--- config.mk ---
export PLATFORM = sky130hd
export DESIGN_NAME = ball_locator
export DESIGN_NICKNAME = d
export VERILOG_FILES = /design/src/rtl/ball_locator.sv
export SDC_FILE = /design/constraint.sdc
export NUM_CORES = 1
export LEC_CHECK = 0
export BUFFER_PORTS_ARGS = -buffer_cell sky130_fd_sc_hd__clkbuf_2
export CORE_UTILIZATION = 35
export DETAILED_ROUTE_END_ITERATION = 8
export PLACE_DENSITY = 0.62
export SLEW_MARGIN = 20
export SYNTH_ARGS = -nofsm -noshare
export SYNTH_HDL_FRONTEND = slang
export SYNTH_SLANG_ARGS = --single-unit
export TNS_END_PERCENT = 100
--- constraint.sdc ---
create_clock -name clk_clk -period 6.7 [get_ports clk_clk]
set_clock_uncertainty 0.15 [all_clocks]
set_input_delay 0 -clock clk_clk [delete_from_list [all_inputs] [get_ports clk_clk]]
set_output_delay 0 -clock clk_clk [all_outputs]
set_load 0.02 [all_outputs]
--- src/rtl/ball_locator.sv ---
// Bounding-box ball locator on a raw camera stream: measures every complete frame and
// publishes the box centre of pixels at or above a per-frame latched threshold.
module ball_locator #(
  parameter int COORD_W    = 11,
  parameter int MIN_PIXELS = 16
) (
  input  logic               clk_clk,
  input  logic               reset_reset,
  input  logic [11:0]        cam_d,
  input  logic               cam_fval,
  input  logic               cam_lval,
  input  logic [11:0]        threshold,
  output logic [COORD_W-1:0] ball_x,
  output logic [COORD_W-1:0] ball_y,
  output logic               ball_found,
  output logic               result_valid,
  output logic [15:0]        frame_cnt
);

  localparam int HIT_W = 2 * COORD_W;
  localparam logic [HIT_W-1:0]   MIN_HITS = HIT_W'(MIN_PIXELS);
  localparam logic [COORD_W-1:0] C_ONES   = {COORD_W{1'b1}};
  localparam logic [COORD_W-1:0] C_ZERO   = {COORD_W{1'b0}};
  localparam logic [HIT_W-1:0]   H_ONES   = {HIT_W{1'b1}};

  typedef enum logic [1:0] {
    SYNC       = 2'd0,
    WAIT_FRAME = 2'd1,
    ACTIVE     = 2'd2,
    PUBLISH    = 2'd3
  } state_t;

  state_t             r_state;
  logic               r_fval_d;
  logic               r_lval_d;
  logic [11:0]        r_thr;
  logic [COORD_W-1:0] r_x;
  logic [COORD_W-1:0] r_y;
  logic [COORD_W-1:0] r_min_x;
  logic [COORD_W-1:0] r_max_x;
  logic [COORD_W-1:0] r_min_y;
  logic [COORD_W-1:0] r_max_y;
  logic [HIT_W-1:0]   r_hits;

  logic               w_pix;
  logic               w_hit;
  logic               w_found;
  logic [COORD_W:0]   w_sum_x;
  logic [COORD_W:0]   w_sum_y;
  logic [HIT_W-1:0]   w_hits_inc;

  function automatic logic [COORD_W-1:0] sat_inc(input logic [COORD_W-1:0] v);
    sat_inc = (v == C_ONES) ? v : v + {{(COORD_W-1){1'b0}}, 1'b1};
  endfunction

  // LVAL only counts while FVAL is high
  assign w_pix      = cam_fval & cam_lval;
  assign w_hit      = w_pix & (cam_d >= r_thr);
  assign w_found    = (r_hits >= MIN_HITS);
  assign w_sum_x    = {1'b0, r_min_x} + {1'b0, r_max_x};
  assign w_sum_y    = {1'b0, r_min_y} + {1'b0, r_max_y};
  assign w_hits_inc = (r_hits == H_ONES) ? r_hits : r_hits + {{(HIT_W-1){1'b0}}, 1'b1};

  always_ff @(posedge clk_clk) begin
    if (reset_reset) begin
      r_state      <= SYNC;
      r_fval_d     <= 1'b0;
      r_lval_d     <= 1'b0;
      r_thr        <= 12'd0;
      r_x          <= C_ZERO;
      r_y          <= C_ZERO;
      r_min_x      <= C_ZERO;
      r_max_x      <= C_ZERO;
      r_min_y      <= C_ZERO;
      r_max_y      <= C_ZERO;
      r_hits       <= {HIT_W{1'b0}};
      ball_x       <= C_ZERO;
      ball_y       <= C_ZERO;
      ball_found   <= 1'b0;
      result_valid <= 1'b0;
      frame_cnt    <= 16'd0;
    end else begin
      r_fval_d     <= cam_fval;
      r_lval_d     <= w_pix;
      result_valid <= 1'b0;
      case (r_state)
        SYNC: begin
          if (!cam_fval) r_state <= WAIT_FRAME;
        end
        WAIT_FRAME: begin
          if (cam_fval && !r_fval_d) begin
            r_state <= ACTIVE;
            r_thr   <= threshold;
            r_x     <= C_ZERO;
            r_y     <= C_ZERO;
            r_hits  <= {HIT_W{1'b0}};
            r_min_x <= C_ONES;
            r_min_y <= C_ONES;
            r_max_x <= C_ZERO;
            r_max_y <= C_ZERO;
          end
        end
        ACTIVE: begin
          if (w_hit) begin
            if (r_x < r_min_x) r_min_x <= r_x;
            if (r_x > r_max_x) r_max_x <= r_x;
            if (r_y < r_min_y) r_min_y <= r_y;
            if (r_y > r_max_y) r_max_y <= r_y;
            r_hits <= w_hits_inc;
          end
          // A line ends on LVAL falling or on FVAL dropping mid-line
          if (w_pix) begin
            r_x <= sat_inc(r_x);
          end else if (r_lval_d) begin
            r_x <= C_ZERO;
            r_y <= sat_inc(r_y);
          end
          if (!cam_fval) begin
            r_state      <= PUBLISH;
            result_valid <= 1'b1;
            ball_found   <= w_found;
            frame_cnt    <= frame_cnt + 16'd1;
            if (w_found) begin
              ball_x <= w_sum_x[COORD_W:1];
              ball_y <= w_sum_y[COORD_W:1];
            end
          end
        end
        PUBLISH: begin
          r_state <= WAIT_FRAME;
        end
        default: begin
          r_state <= SYNC;
        end
      endcase
    end
  end

endmodule

### After elaboration in Yosys (flattened, before gate mapping)

Index checks and enable logic that the tools add are counted.

| word-level totals | value |
|---|---|
| output and inout port bits | 40 |
| register bits after elaboration | 144 |

| cells by class | value |
|---|---|
| bitwise logic cells | 4 |
| reductions and logical operators | 16 |
| equal/unequal tests | 20 |
| muxes and demuxes | 31 |
| $add $sub $neg | 6 |
| magnitude comparators | 6 |

Operators by type and width:

| cell | number |
|---|---|
| 11-bit two-way mux | 16 |
| 11-bit one-hot mux with 2 select lines | 6 |
| 22-bit two-way mux | 3 |
| 22-bit one-hot mux with 2 select lines | 1 |
| 11-bit by 11-bit adder with 12-bit output | 2 |
| 2-bit != test, second input constant | 12 |
| 4-bit AND reduction | 6 |
| 11-bit by 1-bit adder with 11-bit output, second input constant | 2 |
| 22-bit by 1-bit adder with 22-bit output, second input constant | 1 |
| 11-bit == test, second input constant | 2 |
| 22-bit == test, second input constant | 1 |
| 22-bit by 5-bit >= comparator with 1-bit output, second input constant | 1 |
| 11-bit > comparator | 2 |
| 11-bit < comparator | 2 |
| 16-bit by 1-bit adder with 16-bit output, second input constant | 1 |
| 12-bit >= comparator | 1 |
| 2-bit one-hot mux with 4 select lines | 1 |
| 2-bit two-way mux | 3 |
| 3-bit != test, second input constant | 2 |
| 3-bit AND reduction | 2 |
| 5-bit AND reduction | 1 |
| 2-bit == test, second input constant | 2 |
| 2-bit AND reduction | 2 |
| 1-bit AND | 2 |
| other kinds (8) | 9 |

### Depth between registers and ports, before layout

| logic depth | value |
|---|---|
| depth after elaboration | 5 |
| depth in mapped cells | 11 |
| gate-level depth less buffers | 8 |

### Worst setup path after synthesis

No wires, ideal clock.

| timing | value |
|---|---|
| kind | reg-to-reg |
| start point | register r_state[0] |
| end point | register r_max_y[3] |
| cell stages (with the launch flop) | 11 |
| slack | 4,108 ps |
| path buffers | 2 |
| arrival time | 2,355 ps |
| path through | dfxtp_1 -> inv_1 -> ha_1 -> nand2b_1 -> o2111ai_2 -> or3_4 -> o22a_1 -> buf_6 -> buf_6 -> or4_1 -> o31ai_1 |

| between the ends | value |
|---|---|
| word-level cells in the longest chain between the ends | 3 |
| elaborated cells on any way between the ends | 8 |
| those cells by class | eq/ne: 5; mux: 1; reduce/logical: 2 |

RTL lines:

| item | line | text |
|---|---|---|
| start: declaration | 33 | `state_t r_state;` |
| start signal: assignment | 66 | `r_state <= SYNC;` |
| start signal: assignment | 88 | `if (!cam_fval) r_state <= WAIT_FRAME;` |
| start signal: assignment | 92 | `r_state <= ACTIVE;` |
| 2-bit == test / 2-bit by 1-bit == test with 1-bit output (equally long branches) | 86 | `case (r_state)` |
| 2-bit != test (no line) / 2-bit nonzero test (equally long branches) | n/a |  |
| 4-bit AND reduction (no line) | n/a |  |
| end signal: assignment | 108 | `if (r_y > r_max_y) r_max_y <= r_y;` |
| end: declaration | 42 | `logic [COORD_W-1:0] r_max_y;` |

Parallel ways exist; a longest one is shown, timed or not.
A chain may end at the register's enable or synchronous reset.

### Worst setup path in the final report

| timing | value |
|---|---|
| start point | register r_state[0] |
| end point | register r_max_y[0] |

The elaborated chain is that of the path after synthesis.

==> impl_metrics.ini <==
[placement]
gp_congestion = 0.820
dp.final_hpwl_mm = 14.1
port_buffers = 67

[synthesis]
synthAdderAreaFrac_pct = 12.3
ys_warn_count = 0
ys.flop_type = dfxtp_1
synth_edf_count = 0
synthMuxAreaShare_pct = 0.457
synth_compound_area_share_pct = 21.3
synthSimpleGateAreaFrac_pct = 22.0
syn-num-nets = 1171
synthCells = 1058
syn_avg_cell_area_um2 = 8.29
synth-xor-area-share_pct = 3.90
synth.cell_area_um2 = 8770
synth-seq-cells = 144
synth_cell_type_count = 78
synth_top_family_by_area = simple AND/OR/NAND/NOR gates
synthArstFlopShare_pct = 0
seq_area_frac_synth_pct = 32.9

[sta]
rsz0062_at_grt = no
setup_viol = 0
final-hold-violation-count = 0
fin_hold_ws_ns = 0.203
period_share_pct = 50.4
fmax_mhz = 296
slew_headroom_pct = 28.0
period_needed_ns = 3.38
tns_ns = 0
drv_slew = 0
tightest_slew_ns = 1.08

[die]
dieArea_um2 = 25700
ios = 68
die_x_um = 160
die_h_um = 160
num_rows = 57
coreArea_um2 = 24500
initial_core_util_pct = 35.8

[setup_path]
arrival_ns = 3.51
cp.required_ns = 6.83
worstSetupPathType = reg -> reg
cp_top_family = simple AND/OR/NAND/NOR gates
endpoint_kind = flop
cp_max_fo = 37
cp_common_cell = buf_4
path_buf_inv = 3
crit_chain = inv_1 -> ha_2 -> buf_4 -> nand2b_1 -> o2111ai_2 -> or3_4 -> o22a_2 -> buf_4 -> nor2_1 -> o21ai_0
start_kind = flop
critPathMaxStageDelay_ns = 0.58
crit_slowest_cell = nor2_1

[grt]
gr-total-overflow = 0
grtUsageTotal_pct = 16.5
grt_max_degree = 73
grt_pass1_wl_mm = 35.1
first_global_vias = 7262
antenna_found_initial = 0

[power]
leakagePower_nw = 3.93
peakVddDrop_mv = 0.156
power_density_nw_per_um2 = 269

[job]
max_cap_viol_count = 0

[clock_network]
clock_latency_ns = 0.42
clock_path_buffers = 2
cts_tree = built
path_clk_slew_ns = 0.06
root_buffer = clkbuf_16
cts_htree_levels = 4
cts.sinks = 144
numCtsBuffers = 17

[cells_and_area]
n_fill_cell = 2468
drive_above_1_share_pct = 12.1
antenna_cells = 0
syn_to_final_growth_pct = 14.2
nets = 1223

[routing]
vias_per_cell = 5.27
antenna_left = 0
vias = 7624
drt-total-wl_mm = 20.2
dr.pass1.iters = 4
post_drt_wl_per_cell_um = 13.9
drc = 0
drt_iter0_drc = 523

[min_path]
holdCritPathClass = in -> reg

[status]
status = finished clean
-- power breakdown --
group          internal [mW]  leakage [nW]  total, mW  switching [mW]
sequential             0.923          1.16      0.976          0.0534
combinational          0.271          2.48      0.760           0.489
clock                  0.564         0.284      0.962           0.399
total                   1.76          3.93       2.70           0.941
-- flip-flops by register name, summed over array words and instances, names as in the netlist --
register	cells
r_hits	22
frame_cnt	16
r_thr	12
ball_x	11
ball_y	11
r_max_x	11
r_max_y	11
r_min_x	11
r_min_y	11
r_x	11
r_y	11
r_state	2
ball_found	1
r_fval_d	1
r_lval_d	1
result_valid	1
-- kinds of logic (layout without fill, tap and decap cells) --
family / Yosys count / in the layout
compound gates: 271 / 271
xor+xnor: 39 / 39
fa+ha+maj: 85 / 85
buf+inv: 134 / 199
flops: 144 / 144
mux: 4 / 4
simple gates: 381 / 381
-- repair_timing --
item                                   in CTS  in global routing
setup buffers                               0                  0
hold buffers                               16                  0
gates resized for setup                     0                  0
endpoints found under the hold margin      51                  0
-- final timing paths --
| kind | from | to | slack, ns | depth (start not counted) |
|---|---|---|---|---|
| worst min-delay path | threshold[9] | r_thr[9] | 0.20 | 4 |
| worst max register to register | r_state[0] | r_max_y[0] | 3.32 | 10 |
| worst min register to register | ball_y[3] | ball_y[3] | 0.30 | 2 |
| worst max-delay path | r_state[0] | r_max_y[0] | 3.32 | 10 |
-- cells in the mapped netlist (2+ instances only) --
master	n	area (um^2)
xnor2_1	18	158
buf_6	10	113
a22o_1	6	52.6
and3b_1	2	17.5
a211o_1	4	35.0
inv_1	74	278
o311ai_0	4	35.0
nand4_1	23	144
o211ai_1	4	30.0
nand2b_1	24	150
buf_4	2	15.0
or3_1	14	87.6
o21ai_0	65	325
a21oi_1	75	375
fa_1	2	40.0
or4_1	23	173
dfxtp_1	144	2880
and3_1	14	87.6
a21o_1	8	60.1
nor3_1	13	65.1
clkbuf_1	34	128
a211oi_1	16	120
or2_2	2	12.5
o31ai_1	23	173
xor2_1	21	184
o21a_1	5	37.5
buf_2	9	45.0
a31oi_1	8	50.1
nor2b_1	16	100
ha_1	83	1040
o32ai_2	9	146
nand3_1	25	125
nand2_1	122	458
and2_1	3	18.8
mux2i_1	4	40.0
and4_1	3	26.3
nor2_1	73	274
o41ai_1	5	43.8
o311a_1	21	210
nor4_1	9	56.3
-- final cells by class --
type,count,area (um^2),share of cell area [%]
tap,324,405,4.05
sequential,144,2880,28.8
timing repair buffer,92,566,5.65
inverter,75,282,2.81
clock inverter,14,154,1.54
clock buffer,18,439,4.39
multi-input combinational,780,5280,52.8
-- layer usage --
layer | GRT usage, % | share of wire [%]
met5 | 0 | 0
met4 | 4.55 | 0.95
met3 | 3.40 | 3.8
met2 | 26.6 | 45
met1 | 22.3 | 50
-- through the flow --
stage,setup WS (ns),cells,total power [mW],util [%],area [um^2]
global placement,3.32,1399,1.73,37.8,9260
floorplan,4.11,1058,1.60,-,8770
finish,3.32,1447,2.70,40.9,10000
global route,3.03,1447,2.88,40.9,10000
detailed placement,3.31,1399,1.74,37.8,9260
CTS,3.31,1447,2.72,40.9,10000
-- cell usage in the layout (no fill, tap or decap), types with 4 or more instances in the layout --
cell type      Yosys  routed
a21o_1             8       8
nor3_1            13      13
o32ai_2            9       9
a31oi_1            8       8
a211o_1            4       4
nand2b_1          24      24
or3_1             14      14
clkbuf_16          0      17
nor2_1            73      73
o311ai_0           4       4
and3_1            14      14
nor2b_1           16      16
inv_6              0       5
ha_1              83      82
a21oi_1           75      75
o41ai_1            5       5
a211oi_1          16      16
o311a_1           21      21
o31ai_1           23      22
or4_1             23      23
nor4_1             9       9
a22o_1             6       6
dfxtp_1          144     144
nand2_1          122     122
o21a_1             5       5
mux2i_1            4       4
buf_4              2      10
xor2_1            21      21
clkbuf_2           1      66
dlygate4sd3_1      1      16
o211ai_1           4       4
o21ai_0           65      64
inv_1             74      74
xnor2_1           18      18
nand3_1           25      25
nand4_1           23      23
-- worst reg2reg max path, cell delays in order (launching register included) --
cell and delay [ns]:
dfxtp_1 0.38, inv_1 0.08, ha_2 0.17, buf_4 0.24, nand2b_1 0.16, o2111ai_2 0.15
or3_4 0.43, o22a_2 0.40, buf_4 0.32, nor2_1 0.59, o21ai_0 0.18
(Power assumes the default switching activity.)
